$ cat config.mk
export PLATFORM = sky130hd
export DESIGN_NAME = inflow_scheduler
export DESIGN_NICKNAME = d
export VERILOG_FILES = /design/src/rtl/buffer_sched_pkg.sv /design/src/rtl/qidx_fifo.sv /design/src/rtl/inflow_scheduler.sv
export SDC_FILE = /design/constraint.sdc
export NUM_CORES = 1
export LEC_CHECK = 0
export BUFFER_PORTS_ARGS = -buffer_cell sky130_fd_sc_hd__buf_4
export CAP_MARGIN = 20
export CORE_MARGIN = 2
export CORE_UTILIZATION = 25
export CTS_BUF_LIST = sky130_fd_sc_hd__clkbuf_4
export CTS_CLUSTER_SIZE = 8
export DETAILED_ROUTE_END_ITERATION = 10
export GPL_TIMING_DRIVEN = 0
export HOLD_SLACK_MARGIN = 0.15
export SYNTH_ARGS = -nofsm -noshare
export SYNTH_HDL_FRONTEND = slang
export SYNTH_SLANG_ARGS = --single-unit
$ cat constraint.sdc
create_clock -name clk -period 2.95 [get_ports clk]
set_input_delay 0.59 -clock clk [delete_from_list [all_inputs] [get_ports clk]]
set_output_delay 0.59 -clock clk [all_outputs]
set_load 0.05 [all_outputs]
$ cat src/rtl/buffer_sched_pkg.sv
// buffer_sched_pkg: shared FSM encodings and timing constants for the queue scheduler.
package buffer_sched_pkg;

    typedef enum logic {S_FILL, S_SETTLE} in_state_t;

    typedef enum logic [1:0] {O_IDLE, O_GUARD, O_DRAIN} out_state_t;

    localparam int GUARD_CYCLES = 2;

endpackage

$ cat src/rtl/qidx_fifo.sv
// qidx_fifo: small synchronous FIFO of queue indices recording inflow commit order.
module qidx_fifo #(
    parameter int DEPTH = 4,
    parameter int WIDTH = 2
) (
    input  logic             clk,
    input  logic             resetn,
    input  logic             push,
    input  logic [WIDTH-1:0] din,
    input  logic             pop,
    output logic             empty,
    output logic [WIDTH-1:0] head
);
    localparam int AW = (DEPTH > 1) ? $clog2(DEPTH) : 1;

    logic [WIDTH-1:0] r_mem [DEPTH];
    logic [AW-1:0]    r_wr;
    logic [AW-1:0]    r_rd;
    logic [AW:0]      r_cnt;
    logic             w_push;
    logic             w_pop;

    assign w_pop  = pop & (r_cnt != '0);
    assign w_push = push & ((r_cnt != (AW+1)'(DEPTH)) | w_pop);
    assign empty  = (r_cnt == '0);
    assign head   = r_mem[r_rd];

    always_ff @(posedge clk or negedge resetn) begin
        if (!resetn) begin
            r_wr  <= '0;
            r_rd  <= '0;
            r_cnt <= '0;
            for (int i = 0; i < DEPTH; i++) r_mem[i] <= '0;
        end else begin
            if (w_push) begin
                r_mem[r_wr] <= din;
                r_wr        <= (r_wr == AW'(DEPTH-1)) ? '0 : r_wr + AW'(1);
            end
            if (w_pop) r_rd <= (r_rd == AW'(DEPTH-1)) ? '0 : r_rd + AW'(1);
            r_cnt <= r_cnt + (AW+1)'(w_push) - (AW+1)'(w_pop);
        end
    end

endmodule

$ cat src/rtl/inflow_scheduler.sv
// inflow_scheduler: round-robin inflow queue selection with high-water/timeout switching
// and strictly fill-ordered RAM reader draining onto one output stream.
module inflow_scheduler
    import buffer_sched_pkg::*;
#(
    parameter int NQ             = 4,
    parameter int QW             = $clog2(NQ),
    parameter int TIMEOUT_CYCLES = 1024
) (
    input  logic          clk,
    input  logic          resetn,
    input  logic          enable,
    input  logic [NQ-1:0] has_data,
    input  logic [NQ-1:0] high_water,
    input  logic [NQ-1:0] inflow_done,
    input  logic [NQ-1:0] ram_reader_idle,
    output logic [QW-1:0] inflow_q,
    output logic [NQ-1:0] ram_reader_start,
    output logic [QW-1:0] outflow_q,
    output logic          outflow_active,
    output logic [31:0]   switch_count
);
    localparam int            TW   = (TIMEOUT_CYCLES > 0) ? $clog2(TIMEOUT_CYCLES + 1) : 1;
    localparam logic [TW-1:0] TMAX = TW'(TIMEOUT_CYCLES);

    in_state_t     r_in_state;
    in_state_t     w_in_nxt;
    out_state_t    r_out_state;
    out_state_t    w_out_nxt;
    logic [QW-1:0] r_in_q;
    logic [QW-1:0] r_out_q;
    logic [NQ-1:0] r_busy;
    logic [NQ-1:0] r_start;
    logic          r_active;
    logic [31:0]   r_cnt;
    logic [TW-1:0] r_tmo;
    logic [1:0]    r_guard;
    logic [QW-1:0] w_next;
    logic [QW-1:0] w_head;
    logic [NQ-1:0] w_clr;
    logic [NQ-1:0] w_busy;
    logic          w_empty;
    logic          w_tmo_hit;
    logic          w_switch;
    logic          w_start;
    logic          w_drained;
    logic          w_guard_done;

    assign w_next       = (r_in_q == QW'(NQ-1)) ? '0 : r_in_q + QW'(1);
    assign w_tmo_hit    = (TIMEOUT_CYCLES != 0) && (r_tmo == TMAX);
    assign w_drained    = (r_out_state == O_DRAIN) && ram_reader_idle[r_out_q];
    // A queue finishing its drain this cycle is already free for the switch below.
    assign w_clr        = w_drained ? NQ'(1) << r_out_q : '0;
    assign w_busy       = r_busy & ~w_clr;
    assign w_switch     = (r_in_state == S_FILL) && enable && has_data[r_in_q] && !w_busy[w_next]
                          && (high_water[r_in_q] || w_tmo_hit);
    assign w_start      = (r_out_state == O_IDLE) && !w_empty && inflow_done[w_head]
                          && ram_reader_idle[w_head];
    assign w_guard_done = (r_guard == 2'(GUARD_CYCLES - 1));

    qidx_fifo #(.DEPTH(NQ), .WIDTH(QW)) u_order (
        .clk    (clk),
        .resetn (resetn),
        .push   (w_switch),
        .din    (r_in_q),
        .pop    (w_start),
        .empty  (w_empty),
        .head   (w_head)
    );

    always_ff @(posedge clk or negedge resetn) begin
        if (!resetn) begin
            r_in_state  <= S_FILL;
            r_out_state <= O_IDLE;
        end else begin
            r_in_state  <= w_in_nxt;
            r_out_state <= w_out_nxt;
        end
    end

    always_comb begin
        w_in_nxt  = (r_in_state == S_FILL && w_switch) ? S_SETTLE : S_FILL;
        w_out_nxt = (r_out_state == O_IDLE)  ? (w_start ? O_GUARD : O_IDLE) :
                    (r_out_state == O_GUARD) ? (w_guard_done ? O_DRAIN : O_GUARD) :
                    (r_out_state == O_DRAIN && !w_drained) ? O_DRAIN : O_IDLE;
    end

    always_ff @(posedge clk or negedge resetn) begin
        if (!resetn) begin
            r_in_q   <= '0;
            r_out_q  <= '0;
            r_busy   <= '0;
            r_start  <= '0;
            r_active <= 1'b0;
            r_cnt    <= '0;
            r_tmo    <= '0;
            r_guard  <= '0;
        end else begin
            r_busy  <= w_busy | (w_switch ? NQ'(1) << r_in_q : '0);
            r_start <= w_start ? NQ'(1) << w_head : '0;
            r_guard <= (r_out_state == O_GUARD) ? r_guard + 2'd1 : '0;
            if (w_switch) begin
                r_in_q <= w_next;
                r_cnt  <= r_cnt + 32'd1;
                r_tmo  <= '0;
            end else if (r_in_state == S_FILL && has_data[r_in_q] && r_tmo != TMAX) begin
                r_tmo <= r_tmo + TW'(1);
            end
            if (w_start) begin
                r_out_q  <= w_head;
                r_active <= 1'b1;
            end else if (w_drained) begin
                r_active <= 1'b0;
            end
        end
    end

    assign inflow_q         = r_in_q;
    assign outflow_q        = r_out_q;
    assign ram_reader_start = r_start;
    assign outflow_active   = r_active;
    assign switch_count     = r_cnt;

endmodule

==> out/summary.log, run 1 <==
INFO  status         status=complete, no violations
INFO  placement      postPlaceCellArea=4630squm
INFO  global_routing final_global_route_overflow_total=0
INFO  clock_tree     clk-insertion-delay-late=0.43ns
INFO  sta            slew_headroom=68.1%
INFO  global_routing global_route.usage.total=11.1%
INFO  placement      port_buffers=59
INFO  global_routing antenna_found_initial=1
INFO  global_routing grt_pass1_wl=14.6mm
INFO  sta            timing.clock.skew=0.0123ns
INFO  global_routing grt_start_max_net_pins=77
INFO  worst_setup_path critPathKind=reg2reg
INFO  yosys          mappedNetlistNets=379
INFO  worst_setup_path reg2reg_slack=0.15ns
INFO  yosys          synth.lib_cells_used.distinct=52
INFO  yosys          most_used_dff_post_synth=sky130_fd_sc_hd__dfrtp_1
INFO  global_routing via_count_of_the_first_global_routing_pass=2950
INFO  drt            drc_violation_total_after_the_first_tritonroute_iteration=125
INFO  layout         nets=458
INFO  drt            final_antenna_net_count=0
INFO  sta            finalHoldViolations=0
INFO  layout         finish.instance_area=4920squm
INFO  drt            vias_per_cell=4.51
INFO  worst_setup_path worst_setup_path_start_kind=register
INFO  sta            maxSlewViolCount=0
INFO  worst_setup_path worst-endpoint-required=3.26ns
INFO  sta            timing.final.setup_violations=0
INFO  flow_run       cap_violations=0
INFO  floorplanning  dieHeight=129um
INFO  yosys          synth-edff-count=0
INFO  placement      gpl.final_weighted_congestion=0.779
INFO  layout         finalCoreUtilization=32.3%
INFO  yosys          yosysSeqAreaShare=48.5%
INFO  yosys          async_sr_flop_fraction=100%
INFO  power_and_ir_drop p_leak=2.24nW
INFO  sta            timing.final.crit_share=94.8%
INFO  clock_tree     tritoncts_num_sinks=76
INFO  sta            tns=0ns
INFO  worst_setup_path worst_setup_path_startpoint=u_order.r_rd[1]
INFO  floorplanning  design.die.area=16700squm
INFO  worst_setup_path critPathCaptureType=register
INFO  layout         drive_gt1_share=28.1%
INFO  clock_tree     cts_inserted_buffers=9
INFO  drt            firstDrtPassIters=4
INFO  floorplanning  fp.coreArea=15300squm
INFO  hold_path      timing.hold.worst.class=reg2reg
INFO  worst_setup_path worstReg2RegStart=u_order.r_rd[1]
INFO  placement      dp_hpwl=6.27mm
INFO  layout         n_fill_cell=1544
INFO  clock_tree     clk_transition_reported_paths=0.12ns
INFO  floorplanning  std_cell_rows=45
INFO  floorplanning  die_wd=129um
INFO  clock_tree     htree_levels=3
INFO  yosys          postSynthAreaPerCell=11.4squm
INFO  drt            post-route-drc-count=0
INFO  clock_tree     cts_tree=yes
INFO  drt            post_drt_wl_per_cell=13.5um
INFO  floorplanning  top_level_ports=60
INFO  drt            drt-total-wl=8.66mm
INFO  clock_tree     ctsRootBufferMaster=sky130_fd_sc_hd__clkbuf_4
INFO  yosys          ys_ff_latch=76
INFO  worst_setup_path critPathMaxFanout=10
INFO  drt            route.vias.total=2884
INFO  worst_setup_path crit_end=u_order.r_cnt[1]
INFO  power_and_ir_drop power_per_cell_area=854nW/um^2
INFO  worst_setup_path reg2regPathDepth=9
INFO  sta            fin_crit=2.80ns
INFO  yosys          mappedNetlistArea=3920squm
INFO  power_and_ir_drop vdd_ir_drop_max=0.204mV
INFO  yosys          synthCells=344
INFO  layout         areaGrowthSynthToFinish=25.6%
INFO  sta            grt_setup_unrepaired=no
INFO  worst_setup_path r2r_end=u_order.r_cnt[1]
INFO  worst_setup_path cp_data_arrival_time=3.11ns
INFO  sta            worstMarginPinSlew=0.477ns
INFO  yosys          yosys_warnings=0
INFO  clock_tree     clk_path_buf_depth=2
INFO  floorplanning  start_util=25.7%
INFO  sta            highest_clock_rate=357MHz
worst max-delay path, cell delays in order (launching register included):
cell and delay, ns:
sky130_fd_sc_hd__dfrtp_2 0.47, sky130_fd_sc_hd__mux2_1 0.34, sky130_fd_sc_hd__or3_1 0.35, sky130_fd_sc_hd__a41o_1 0.31
sky130_fd_sc_hd__a21oi_2 0.20, sky130_fd_sc_hd__buf_6 0.16, sky130_fd_sc_hd__ha_1 0.23, sky130_fd_sc_hd__inv_1 0.05
sky130_fd_sc_hd__ha_1 0.15, sky130_fd_sc_hd__fa_2 0.42
what timing repair did:
item,4_1_cts,5_1_grt
hold endpoints to repair,0,13
setup buffers,0,7
hold buffers,0,1
gates resized for setup,0,3
setup endpoints to repair,0,5
through the flow:
stage / instances / power (mW) / setup slack [ns] / hold slack [ns]
finish: 639 / 4.20 / 0.152 / 0.444
detailed placement: 614 / 3.28 / 0.0530 / 0.425
global route: 639 / 4.53 / 0.00390 / 0.498
global placement: 614 / 3.21 / 0.0901 / 0.422
floorplan: 344 / 2.81 / 0.147 / 0.294
CTS: 629 / 4.18 / 0.0234 / 0.337
metal layers:
metal  part of all wire, %  routed length [um]  vias up  track usage [%]
li1                      -                   -     1362                -
met1                    44                3820     1469             13.7
met2                    49                4280       43             18.3
met3                   4.5                 391       10             3.18
met4                   1.9                 165        0             4.41
met5                     0                   0        -                0
registers in the layout (all words and copies together) (netlist names), 3 cells and up:
signal	cells
u_order.r_cnt	3
r_tmo	11
u_order.r_mem	8
r_busy	4
ram_reader_start	4
switch_count	32
cell usage in the layout, fill, tap and decap left out, types with 10 or more instances in the layout:
master,count
sky130_fd_sc_hd__nand4_1,23
sky130_fd_sc_hd__clkbuf_4,10
sky130_fd_sc_hd__ha_1,15
sky130_fd_sc_hd__buf_4,67
sky130_fd_sc_hd__nand3_1,12
sky130_fd_sc_hd__nand2_1,27
sky130_fd_sc_hd__inv_1,19
sky130_fd_sc_hd__nor2_1,20
sky130_fd_sc_hd__dfrtp_1,74
sky130_fd_sc_hd__xnor2_1,34
synthesized netlist by cell type, drive strengths merged (2+ instances only):
master / instances / area (sq um)
a21oi: 4 / 35.0
a22o: 4 / 35.0
and2: 5 / 31.3
and3: 10 / 67.6
and4: 4 / 35.0
buf: 10 / 83.8
clkbuf: 2 / 7.51
dfrtp: 76 / 1900
ha: 15 / 188
inv: 19 / 71.3
mux2: 14 / 184
mux2i: 4 / 40.0
mux4: 4 / 90.1
nand2: 28 / 108
nand2b: 3 / 18.8
nand3: 16 / 100
nand4: 24 / 165
nand4b: 2 / 17.5
nor2: 20 / 75.1
nor3: 4 / 20.0
nor3b: 2 / 15.0
nor4: 2 / 12.5
nor4b: 4 / 41.3
o211ai: 2 / 28.8
o21ai: 9 / 45.0
or3: 5 / 31.3
xnor2: 34 / 298
xor2: 7 / 61.3
worst min-delay path by stage:
stage | startpoint | to | slack (ns) | depth (start not counted)
after CTS | resetn | r_tmo[9] | 0.34 | 1
after global placement | r_guard[0] | r_guard[0] | 0.42 | 1
final | r_guard[0] | r_guard[0] | 0.44 | 1
after floorplan | resetn | inflow_q[0] | 0.29 | 0
after detailed placement | r_guard[0] | r_guard[0] | 0.42 | 1
after global routing | r_guard[0] | r_guard[0] | 0.50 | 1
layout make-up:
type	instances	area, sq um	area share (%)
flip-flops and latches	76	1900	38.7
clock inverters	5	125	2.54
inverters	19	71.3	1.45
diodes	1	2.50	0.0508
repair buffers	68	533	10.8
multi-input cells	237	1860	37.7
well taps	211	264	5.36
plain buffers	12	91.3	1.85
clock buffers	10	75.1	1.52
cells by family (layout without fill, tap and decap cells):
logic type,Yosys count,count (layout),share of synthesized area (%)
flops,76,76,48.5
compound gates,26,26,5.46
xor+xnor,41,41,9.16
other cells,0,1,0
fa+ha+maj,16,16,5.30
simple gates,132,132,19.4
mux,22,22,8.01
buf+inv,31,114,4.15
report_power, final:
group | leakage, nW | internal, mW | total, mW | switching [mW]
Combinational | 1.13 | 0.773 | 1.77 | 0.997
Sequential | 1.00 | 1.30 | 1.55 | 0.242
Clock | 0.106 | 0.518 | 0.887 | 0.369
Total | 2.24 | 2.60 | 4.20 | 1.61
Power figures use the tool's default switching activity.
==> run 2: changes to the inputs <==
==> constraint.sdc (replaced) <==
create_clock -name clk -period 2.95 [get_ports clk]
set_input_delay 0.59 -clock clk [delete_from_list [all_inputs] [get_ports clk]]
set_output_delay 0.59 -clock clk [all_outputs]
set_load 0.1 [all_outputs]
==> run 2 against run 1 <==
Worst setup slack lost 0.030 ns; critical path depth grew 2; wire length grew 0.75%; first-iteration DRC count grew 48%; non-clock buffer count shrank 7; cell area shrank 3.0%; power shrank 1.7%; die area is the same; maximum frequency shrank 1.0%; combinational power grew 10%; hold slack lost 0.14 ns; highest routed layer unchanged.
==> out/summary.log, run 2 (synthesis gave the netlist of run 1 again) <==
INFO  worst_setup_path reg2reg_slack=0.12ns [was 0.15 ns]
INFO  worst_setup_path worst-endpoint-required=3.26ns [about the same]
INFO  worst_setup_path worst_setup_path_start_kind=register [unchanged]
INFO  power_and_ir_drop vdd_ir_drop_max=0.245mV [was 0.204 mV]
INFO  placement      dp_hpwl=6.37mm [was 6.27 mm]
INFO  global_routing final_global_route_overflow_total=0 [unchanged]
INFO  power_and_ir_drop clock_power_share=14.9% [was 21.1%]
INFO  floorplanning  fp.coreArea=15300squm [unchanged]
INFO  clock_tree     tritoncts_num_sinks=76 [unchanged]
INFO  global_routing grt_start_max_net_pins=77 [unchanged]
INFO  floorplanning  top_level_ports=60 [unchanged]
INFO  sta            highest_clock_rate=354MHz [was 357 MHz]
INFO  sta            slew_headroom=34.9% [was 68.1%]
INFO  sta            worstMarginPinSlew=0.977ns [was 0.477 ns]
INFO  clock_tree     cts_inserted_buffers=9 [unchanged]
INFO  power_and_ir_drop sw_frac_of_total=44.6% [was 38.3%]
INFO  clock_tree     clk_path_buf_depth=2 [unchanged]
INFO  clock_tree     ctsRootBufferMaster=sky130_fd_sc_hd__clkbuf_4 [unchanged]
INFO  sta            tns=0ns [unchanged]
INFO  clock_tree     cts_tree=yes [unchanged]
INFO  sta            maxSlewViolCount=0 [unchanged]
INFO  worst_setup_path critPathMaxFanout=10 [unchanged]
INFO  flow_run       cap_violations=0 [unchanged]
INFO  worst_setup_path cp_data_arrival_time=3.13ns [was 3.11 ns]
INFO  global_routing grtUsageMet1=14.4% [was 13.7%]
INFO  floorplanning  std_cell_rows=45 [unchanged]
INFO  global_routing global_route.usage.total=11.0% [was 11.1%]
INFO  layout         largest_reg_flops=32 [unchanged]
INFO  drt            drt-total-wl=8.72mm [was 8.66 mm]
INFO  hold_path      timing.hold.worst.class=in2async [was reg2reg]
INFO  sta            fin_crit=2.83ns [was 2.80 ns]
INFO  placement      place_inst=614 [unchanged]
INFO  layout         areaGrowthSynthToFinish=21.9% [was 25.6%]
INFO  sta            final_critical_path_setup_slack=0.123ns [was 0.152 ns]
INFO  status         status=complete, no violations [unchanged]
INFO  floorplanning  start_util=25.7% [unchanged]
INFO  placement      port_buffers=59 [unchanged]
INFO  global_routing busiest_layer=met2 [unchanged]
INFO  drt            firstDrtPassIters=4 [unchanged]
INFO  layout         layout_common_cells=73 x sky130_fd_sc_hd__dfrtp_1, 62 x sky130_fd_sc_hd__buf_4, 34 x sky130_fd_sc_hd__xnor2_1, 27 x sky130_fd_sc_hd__nand2_1, 23 x sky130_fd_sc_hd__nand4_1 [was 74 x sky130_fd_sc_hd__dfrtp_1, 67 x sky130_fd_sc_hd__buf_4, 34 x sky130_fd_sc_hd__xnor2_1, 27 x sky130_fd_sc_hd__nand2_1, 23 x sky130_fd_sc_hd__nand4_1]
INFO  worst_setup_path critPathCaptureType=register [unchanged]
INFO  layout         drive_gt1_share=26.8% [was 28.1%]
INFO  global_routing grt_pass1_wl=14.4mm [was 14.6 mm]
INFO  placement      postPlaceCellArea=4630squm [about the same]
INFO  power_and_ir_drop switching_power=1.84mW [was 1.61 mW]
INFO  drt            final_antenna_net_count=0 [unchanged]
INFO  layout         nets=451 [was 458]
INFO  power_and_ir_drop share_seq_of_total_power=38.0% [was 36.8%]
INFO  drt            vias_per_cell=4.39 [was 4.51]
INFO  worst_setup_path critPathKind=reg2reg [unchanged]
INFO  drt            post_drt_wl_per_cell=13.8um [was 13.5 um]
INFO  drt            drc_violation_total_after_the_first_tritonroute_iteration=185 [was 125]
INFO  sta            final_hold_slack=0.309ns [was 0.444 ns]
INFO  placement      dp_slack=0.0546ns [was 0.0530 ns]
INFO  clock_tree     postCtsHoldBufs=0 [unchanged]
INFO  sta            timing.final.setup_violations=0 [unchanged]
INFO  global_routing use_met3=2.44% [was 3.18%]
INFO  layout         finish.instance_area=4780squm [was 4920 sq um]
INFO  floorplanning  die_wd=129um [unchanged]
INFO  sta            finalHoldViolations=0 [unchanged]
INFO  clock_tree     htree_levels=3 [unchanged]
INFO  power_and_ir_drop p_leak=2.16nW [was 2.24 nW]
INFO  drt            post-route-drc-count=0 [unchanged]
INFO  layout         final_common_cell=sky130_fd_sc_hd__dfrtp_1 [unchanged]
INFO  clock_tree     clk-insertion-delay-late=0.42ns [was 0.43 ns]
INFO  sta            timing.clock.skew=0.0118ns [was 0.0123 ns]
INFO  layout         final-instance-count-excl-fill=633 [was 639]
INFO  power_and_ir_drop power_report.internal_total=2.29mW [was 2.60 mW]
INFO  worst_setup_path reg2regPathDepth=11 [was 9]
INFO  global_routing via_count_of_the_first_global_routing_pass=2846 [was 2950]
INFO  floorplanning  dieHeight=129um [unchanged]
INFO  power_and_ir_drop power_per_cell_area=865nW/um^2 [was 854 nW/um^2]
INFO  floorplanning  design.die.area=16700squm [unchanged]
INFO  drt            route.vias.total=2782 [was 2884]
INFO  placement      gpl.final_weighted_congestion=0.780 [was 0.779]
INFO  global_routing global_route_met2_usage=17.6% [was 18.3%]
INFO  clock_tree     clk_transition_reported_paths=0.12ns [about the same]
INFO  sta            timing.final.crit_share=95.8% [was 94.8%]
INFO  power_and_ir_drop pwr-share-comb=47.1% [was 42.1%]
INFO  global_routing antenna_found_initial=1 [unchanged]
run 2: changes by cell type in the layout (fill, tap and decap cells not counted):
cell                            before  now
sky130_fd_sc_hd__buf_4              67   62
sky130_fd_sc_hd__bufinv_16           4    1
sky130_fd_sc_hd__clkinv_1            0    2
sky130_fd_sc_hd__buf_16              1    0
sky130_fd_sc_hd__clkinv_2            1    2
sky130_fd_sc_hd__clkinvlp_4          0    1
sky130_fd_sc_hd__dfrtp_1            74   73
sky130_fd_sc_hd__dfrtp_2             2    3
sky130_fd_sc_hd__dlygate4sd3_1       1    0
sky130_fd_sc_hd__fa_1                0    1
sky130_fd_sc_hd__fa_2                1    0
run 2: power groups by stage:
stage                     registers, mW  logic [mW]  clock network (mW)
after floorplan                    1.99        1.08                   0
after global placement             1.58        1.90                   0
after detailed placement           1.59        1.95                   0
after CTS                          1.57        1.96               0.656
after global routing               1.62        2.13               0.698
final                              1.57        1.95               0.614
run 2: per-layer routing:
layer / vias to the layer above / part of all wire, %
met5: - / 0
met4: 0 / 1.4
met3: 8 / 3.5
met2: 38 / 49
met1: 1385 / 46
li1: 1351 / -
run 2: area by class of cell:
class	count	area, sq um
fill	1538	10500
sequential	76	1910
multi-input combinational	237	1860
timing repair buffer	61	458
tap	211	264
buffer	12	91.3
clock buffer	10	75.1
inverter	19	71.3
clock inverter	6	55.1
antenna	1	2.50
run 2: final timing paths:
path	to	startpoint
hold reg to reg	r_guard[0]	r_guard[0]
min in group clk	r_guard[0]	r_guard[0]
hold / removal	r_busy[1]	resetn
setup / recovery	u_order.r_cnt[2]	u_order.r_rd[0]
max in group asynchronous	u_order.r_rd[1]	resetn
setup reg to reg	u_order.r_cnt[2]	u_order.r_rd[0]
run 2: stage by stage:
| step | utilization (%) | total power [mW] |
|---|---|---|
| after floorplan | - | 3.06 |
| after global placement | 30.3 | 3.48 |
| after detailed placement | 30.3 | 3.54 |
| after CTS | 31.2 | 4.18 |
| after global routing | 31.3 | 4.44 |
| final | 31.3 | 4.13 |
run 2: worst max-delay path, cell delays in order, from the launching register on:
cell	delay (ns)
sky130_fd_sc_hd__dfrtp_1	0.39
sky130_fd_sc_hd__buf_6	0.14
sky130_fd_sc_hd__mux4_2	0.55
sky130_fd_sc_hd__and3_4	0.22
sky130_fd_sc_hd__o211ai_4	0.19
sky130_fd_sc_hd__a21oi_2	0.10
sky130_fd_sc_hd__buf_6	0.15
sky130_fd_sc_hd__ha_1	0.27
sky130_fd_sc_hd__inv_1	0.04
sky130_fd_sc_hd__ha_1	0.18
sky130_fd_sc_hd__fa_1	0.37
sky130_fd_sc_hd__xnor2_1	0.13
run 2: repair_timing:
item	in CTS	in global routing
gates resized for setup	0	1
setup buffers	0	2
hold endpoints to repair	0	0
setup endpoints to repair	0	2
==> run 3: changes to the inputs <==
--- a/config.mk
+++ b/config.mk
@@ -5,6 +5,7 @@
 export SDC_FILE = /design/constraint.sdc
 export NUM_CORES = 1
 export LEC_CHECK = 0
+export ABC_AREA = 1
 export BUFFER_PORTS_ARGS = -buffer_cell sky130_fd_sc_hd__buf_4
 export CAP_MARGIN = 20
 export CORE_MARGIN = 2
==> run 3 against run 2 <==
Worst setup slack gained 0.18 ns; largest cell class is now multi-input combinational cells; highest routed layer unchanged; non-clock buffer count grew 1; sequential power shrank 3%; clock-buffer cell count shrank 1.
==> out/summary.log, run 3 <==
INFO  clock_tree     clk_path_buf_depth=2 [unchanged]
INFO  hold_path      timing.hold.worst.class=reg2reg [was in2async]
INFO  worst_setup_path r2r_end=u_order.r_cnt[2] [unchanged]
INFO  sta            tns=0ns [unchanged]
INFO  power_and_ir_drop pwr-share-comb=49.4% [was 47.1%]
INFO  sta            fin_crit=2.65ns [was 2.83 ns]
INFO  layout         areaGrowthSynthToFinish=21.2% [was 21.9%]
INFO  floorplanning  fp.coreArea=17200squm [was 15300 sq um]
INFO  placement      dp_slack=0.295ns [was 0.0546 ns]
INFO  placement      port_buffers=59 [unchanged]
INFO  drt            final_antenna_net_count=0 [unchanged]
INFO  hold_path      timing.hold.worst_path_depth=1
INFO  global_routing final_global_route_overflow_total=0 [unchanged]
INFO  sta            timing.final.setup_violations=0 [unchanged]
INFO  yosys          synth_largest_area_cell=sky130_fd_sc_hd__dfrtp_1 [unchanged]
INFO  layout         final_common_cell=sky130_fd_sc_hd__nand2_1 [was sky130_fd_sc_hd__dfrtp_1]
INFO  power_and_ir_drop vdd_ir_drop_max=0.218mV [was 0.245 mV]
INFO  yosys          synthTopCellsByCount=202 x sky130_fd_sc_hd__nand2_1, 76 x sky130_fd_sc_hd__dfrtp_1, 53 x sky130_fd_sc_hd__nor2_1 [was 76 x sky130_fd_sc_hd__dfrtp_1, 34 x sky130_fd_sc_hd__xnor2_1, 27 x sky130_fd_sc_hd__nand2_1]
INFO  yosys          yosys_warnings=0 [unchanged]
INFO  yosys          synthCells=573 [was 344]
INFO  clock_tree     ctsRootBufferMaster=sky130_fd_sc_hd__clkbuf_4 [unchanged]
INFO  worst_setup_path worst_setup_path_start_kind=register [unchanged]
INFO  yosys          yosysSeqAreaShare=43.7% [was 48.5%]
INFO  yosys          synth.top_cell.area_share=43.7% [was 48.5%]
INFO  worst_setup_path critPathKind=reg2reg [unchanged]
INFO  sta            timing.final.crit_share=89.8% [was 95.8%]
INFO  floorplanning  die_wd=136um [was 129 um]
INFO  global_routing grt_pass1_wl=18.4mm [was 14.4 mm]
INFO  power_and_ir_drop power_per_cell_area=844nW/um^2 [was 865 nW/um^2]
INFO  yosys          yosysMostFrequentCell=sky130_fd_sc_hd__nand2_1 [was sky130_fd_sc_hd__dfrtp_1]
INFO  floorplanning  design.die.area=18500squm [was 16700 sq um]
INFO  flow_run       cap_violations=0 [unchanged]
INFO  clock_tree     htree_levels=3 [unchanged]
INFO  worst_setup_path critPathCaptureType=register [unchanged]
INFO  drt            post-route-drc-count=0 [unchanged]
INFO  clock_tree     tritoncts_num_sinks=76 [unchanged]
INFO  worst_setup_path critPathMaxFanout=9 [was 10]
INFO  yosys          postSynthAreaPerCell=7.59squm [was 11.4 sq um]
INFO  clock_tree     clk_transition_reported_paths=0.14ns [was 0.12 ns]
INFO  sta            finalHoldViolations=0 [unchanged]
INFO  clock_tree     cts_tree=yes [unchanged]
INFO  worst_setup_path cp_data_arrival_time=2.98ns [was 3.13 ns]
INFO  clock_tree     post-cts-setup-buffer-count=0 [unchanged]
INFO  placement      gpl.final_weighted_congestion=0.865 [was 0.780]
INFO  layout         layout_common_cells=202 x sky130_fd_sc_hd__nand2_1, 76 x sky130_fd_sc_hd__dfrtp_1, 63 x sky130_fd_sc_hd__buf_4, 53 x sky130_fd_sc_hd__nor2_1, 50 x sky130_fd_sc_hd__inv_1 [was 73 x sky130_fd_sc_hd__dfrtp_1, 62 x sky130_fd_sc_hd__buf_4, 34 x sky130_fd_sc_hd__xnor2_1, 27 x sky130_fd_sc_hd__nand2_1, 23 x sky130_fd_sc_hd__nand4_1]
INFO  global_routing via_count_of_the_first_global_routing_pass=3669 [was 2846]
INFO  clock_tree     clk-insertion-delay-late=0.43ns [was 0.42 ns]
INFO  worst_setup_path worstReg2RegStart=u_order.r_rd[0] [unchanged]
INFO  yosys          synth.lib_cells_used.distinct=29 [was 52]
INFO  power_and_ir_drop p_leak=2.64nW [was 2.16 nW]
INFO  hold_path      min_delay_worst_endpoint=r_guard[0]
INFO  yosys          most_used_dff_post_synth=sky130_fd_sc_hd__dfrtp_1 [unchanged]
INFO  worst_setup_path reg2regPathDepth=16 [was 11]
INFO  layout         largest_reg_flops=32 [unchanged]
INFO  drt            vias_per_cell=4.34 [was 4.39]
INFO  yosys          synth-edff-count=0 [unchanged]
INFO  drt            firstDrtPassIters=5 [was 4]
INFO  status         status=complete, no violations [unchanged]
INFO  floorplanning  std_cell_rows=48 [was 45]
INFO  worst_setup_path worst-endpoint-required=3.28ns [was 3.26 ns]
INFO  floorplanning  dieHeight=136um [was 129 um]
INFO  yosys          mappedNetlistNets=608 [was 379]
INFO  power_and_ir_drop power_report.internal_total=2.26mW [was 2.29 mW]
INFO  placement      dp_hpwl=8.38mm [was 6.37 mm]
INFO  floorplanning  start_util=25.3% [was 25.7%]
INFO  drt            drc_violation_total_after_the_first_tritonroute_iteration=272 [was 185]
INFO  yosys          synth_top_cells_by_area=sky130_fd_sc_hd__dfrtp_1 44%, sky130_fd_sc_hd__nand2_1 17%, sky130_fd_sc_hd__nor2_1 4.6% [was sky130_fd_sc_hd__dfrtp_1 49%, sky130_fd_sc_hd__xnor2_1 7.6%, sky130_fd_sc_hd__ha_1 4.8%]
INFO  yosys          mappedNetlistArea=4350squm [was 3920 sq um]
INFO  sta            timing.clock.skew=0.0155ns [was 0.0118 ns]
INFO  yosys          ys_ff_latch=76 [unchanged]
INFO  sta            final_critical_path_setup_slack=0.301ns [was 0.123 ns]
INFO  global_routing grt_start_max_net_pins=77 [unchanged]
INFO  sta            worstMarginPinSlew=0.442ns [was 0.977 ns]
INFO  power_and_ir_drop sw_frac_of_total=49.2% [was 44.6%]
INFO  floorplanning  top_level_ports=60 [unchanged]
INFO  hold_path      min_from=r_guard[0]
INFO  placement      place_inst=857 [was 614]
INFO  drt            drt-total-wl=11.2mm [was 8.72 mm]
INFO  global_routing antenna_found_initial=1 [unchanged]
INFO  clock_tree     cts_inserted_buffers=9 [unchanged]
INFO  layout         drive_gt1_share=17.1% [was 26.8%]
INFO  sta            highest_clock_rate=377MHz [was 354 MHz]
INFO  yosys          async_sr_flop_fraction=100% [unchanged]
INFO  sta            grt_setup_unrepaired=no
INFO  drt            post_drt_wl_per_cell=12.8um [was 13.8 um]
INFO  power_and_ir_drop switching_power=2.19mW [was 1.84 mW]
INFO  layout         final-instance-count-excl-fill=876 [was 633]
INFO  power_and_ir_drop share_seq_of_total_power=34.1% [was 38.0%]
INFO  sta            slew_headroom=70.2% [was 34.9%]
INFO  global_routing global_route.usage.total=12.7% [was 11.0%]
INFO  sta            maxSlewViolCount=0 [unchanged]
INFO  drt            route.vias.total=3805 [was 2782]
INFO  power_and_ir_drop clock_power_share=16.4% [was 14.9%]
INFO  layout         nets=680 [was 451]
INFO  worst_setup_path reg2reg_slack=0.30ns [was 0.12 ns]
run 3: cell count changes in the layout (fill, tap and decap cells not counted), moves of 11 or more:
cell,change
sky130_fd_sc_hd__nand3_1,+25
sky130_fd_sc_hd__xnor2_1,-25
sky130_fd_sc_hd__nor2_1,+33
sky130_fd_sc_hd__inv_1,+31
sky130_fd_sc_hd__o21ai_0,+20
sky130_fd_sc_hd__nand2_1,+175
sky130_fd_sc_hd__xor2_1,+11
run 3: metal layers:
metal / GRT usage [%] / part of all wire, % / up-vias
li1: - / - / 1966
met1: 17.3 / 48 / 1762
met2: 20.2 / 46 / 69
met3: 2.95 / 4.7 / 8
met4: 3.99 / 1.2 / 0
met5: 0 / 0 / -
run 3: cell type report:
type / instances / area [sq um]
antenna: 1 / 2.50
inverter: 57 / 214
clock buffer: 9 / 67.6
tap: 225 / 282
sequential: 76 / 1900
clock inverter: 7 / 91.3
fill: 1892 / 11900
buffer: 13 / 100
multi-input combinational: 427 / 2140
timing repair buffer: 61 / 480
run 3: how the worst max path moves through the flow:
stage                                from          endpoint  depth (start not counted)
after floorplan               inflow_q[1]  u_order.r_cnt[2]                         13
after global placement    u_order.r_rd[0]  u_order.r_cnt[2]                         16
after detailed placement  u_order.r_rd[0]  u_order.r_cnt[2]                         16
after CTS                 u_order.r_rd[0]  u_order.r_cnt[2]                         16
after global routing      u_order.r_rd[0]  u_order.r_cnt[2]                         16
final                     u_order.r_rd[0]  u_order.r_cnt[2]                         16
run 3: power by group through the flow:
stage	clock network (mW)	logic (mW)	registers, mW
5_1_grt	0.806	2.46	1.57
6_report	0.731	2.20	1.52
2_1_floorplan	0	1.16	2.04
4_1_cts	0.755	2.23	1.52
3_3_place_gp	0	2.20	1.54
3_5_place_dp	0	2.22	1.54
run 3: worst max-delay path, stage by stage, from the launching register on:
cell,delay [ns]
sky130_fd_sc_hd__dfrtp_1,0.49
sky130_fd_sc_hd__inv_2,0.09
sky130_fd_sc_hd__nand2_1,0.07
sky130_fd_sc_hd__nand3_1,0.13
sky130_fd_sc_hd__nand2_2,0.16
sky130_fd_sc_hd__inv_2,0.08
sky130_fd_sc_hd__nand2_1,0.06
sky130_fd_sc_hd__nand2_1,0.06
sky130_fd_sc_hd__nand2_1,0.06
sky130_fd_sc_hd__nand2_1,0.06
sky130_fd_sc_hd__nand3_2,0.14
sky130_fd_sc_hd__inv_2,0.11
sky130_fd_sc_hd__ha_1,0.29
sky130_fd_sc_hd__inv_1,0.04
sky130_fd_sc_hd__ha_1,0.18
sky130_fd_sc_hd__fa_1,0.38
sky130_fd_sc_hd__xor2_1,0.17
run 3: kinds of logic (layout without fill, tap and decap cells):
family / count (synthesis) / count (layout) / synth area share (%)
fa+ha+maj: 16 / 16 / 4.77
flops: 76 / 76 / 43.7
other cells: 0 / 1 / 0
simple gates: 352 / 352 / 35.1
xor+xnor: 27 / 27 / 5.43
buf+inv: 70 / 147 / 7.22
compound gates: 32 / 32 / 3.74
run 3: repair_timing:
item,CTS,global route
hold buffers,0,1
gates resized for setup,0,0
endpoints found under the hold margin,0,9
run 3: metrics by stage:
stage / area, sq um / total power [mW] / utilization (%) / hold WS [ns]
after floorplan: 4350 / 3.20 / - / 0.294
after global placement: 5080 / 3.74 / 29.6 / 0.421
after detailed placement: 5080 / 3.76 / 29.6 / 0.432
after CTS: 5240 / 4.50 / 30.5 / 0.337
after global routing: 5280 / 4.83 / 30.7 / 0.478
final: 5280 / 4.45 / 30.7 / 0.447
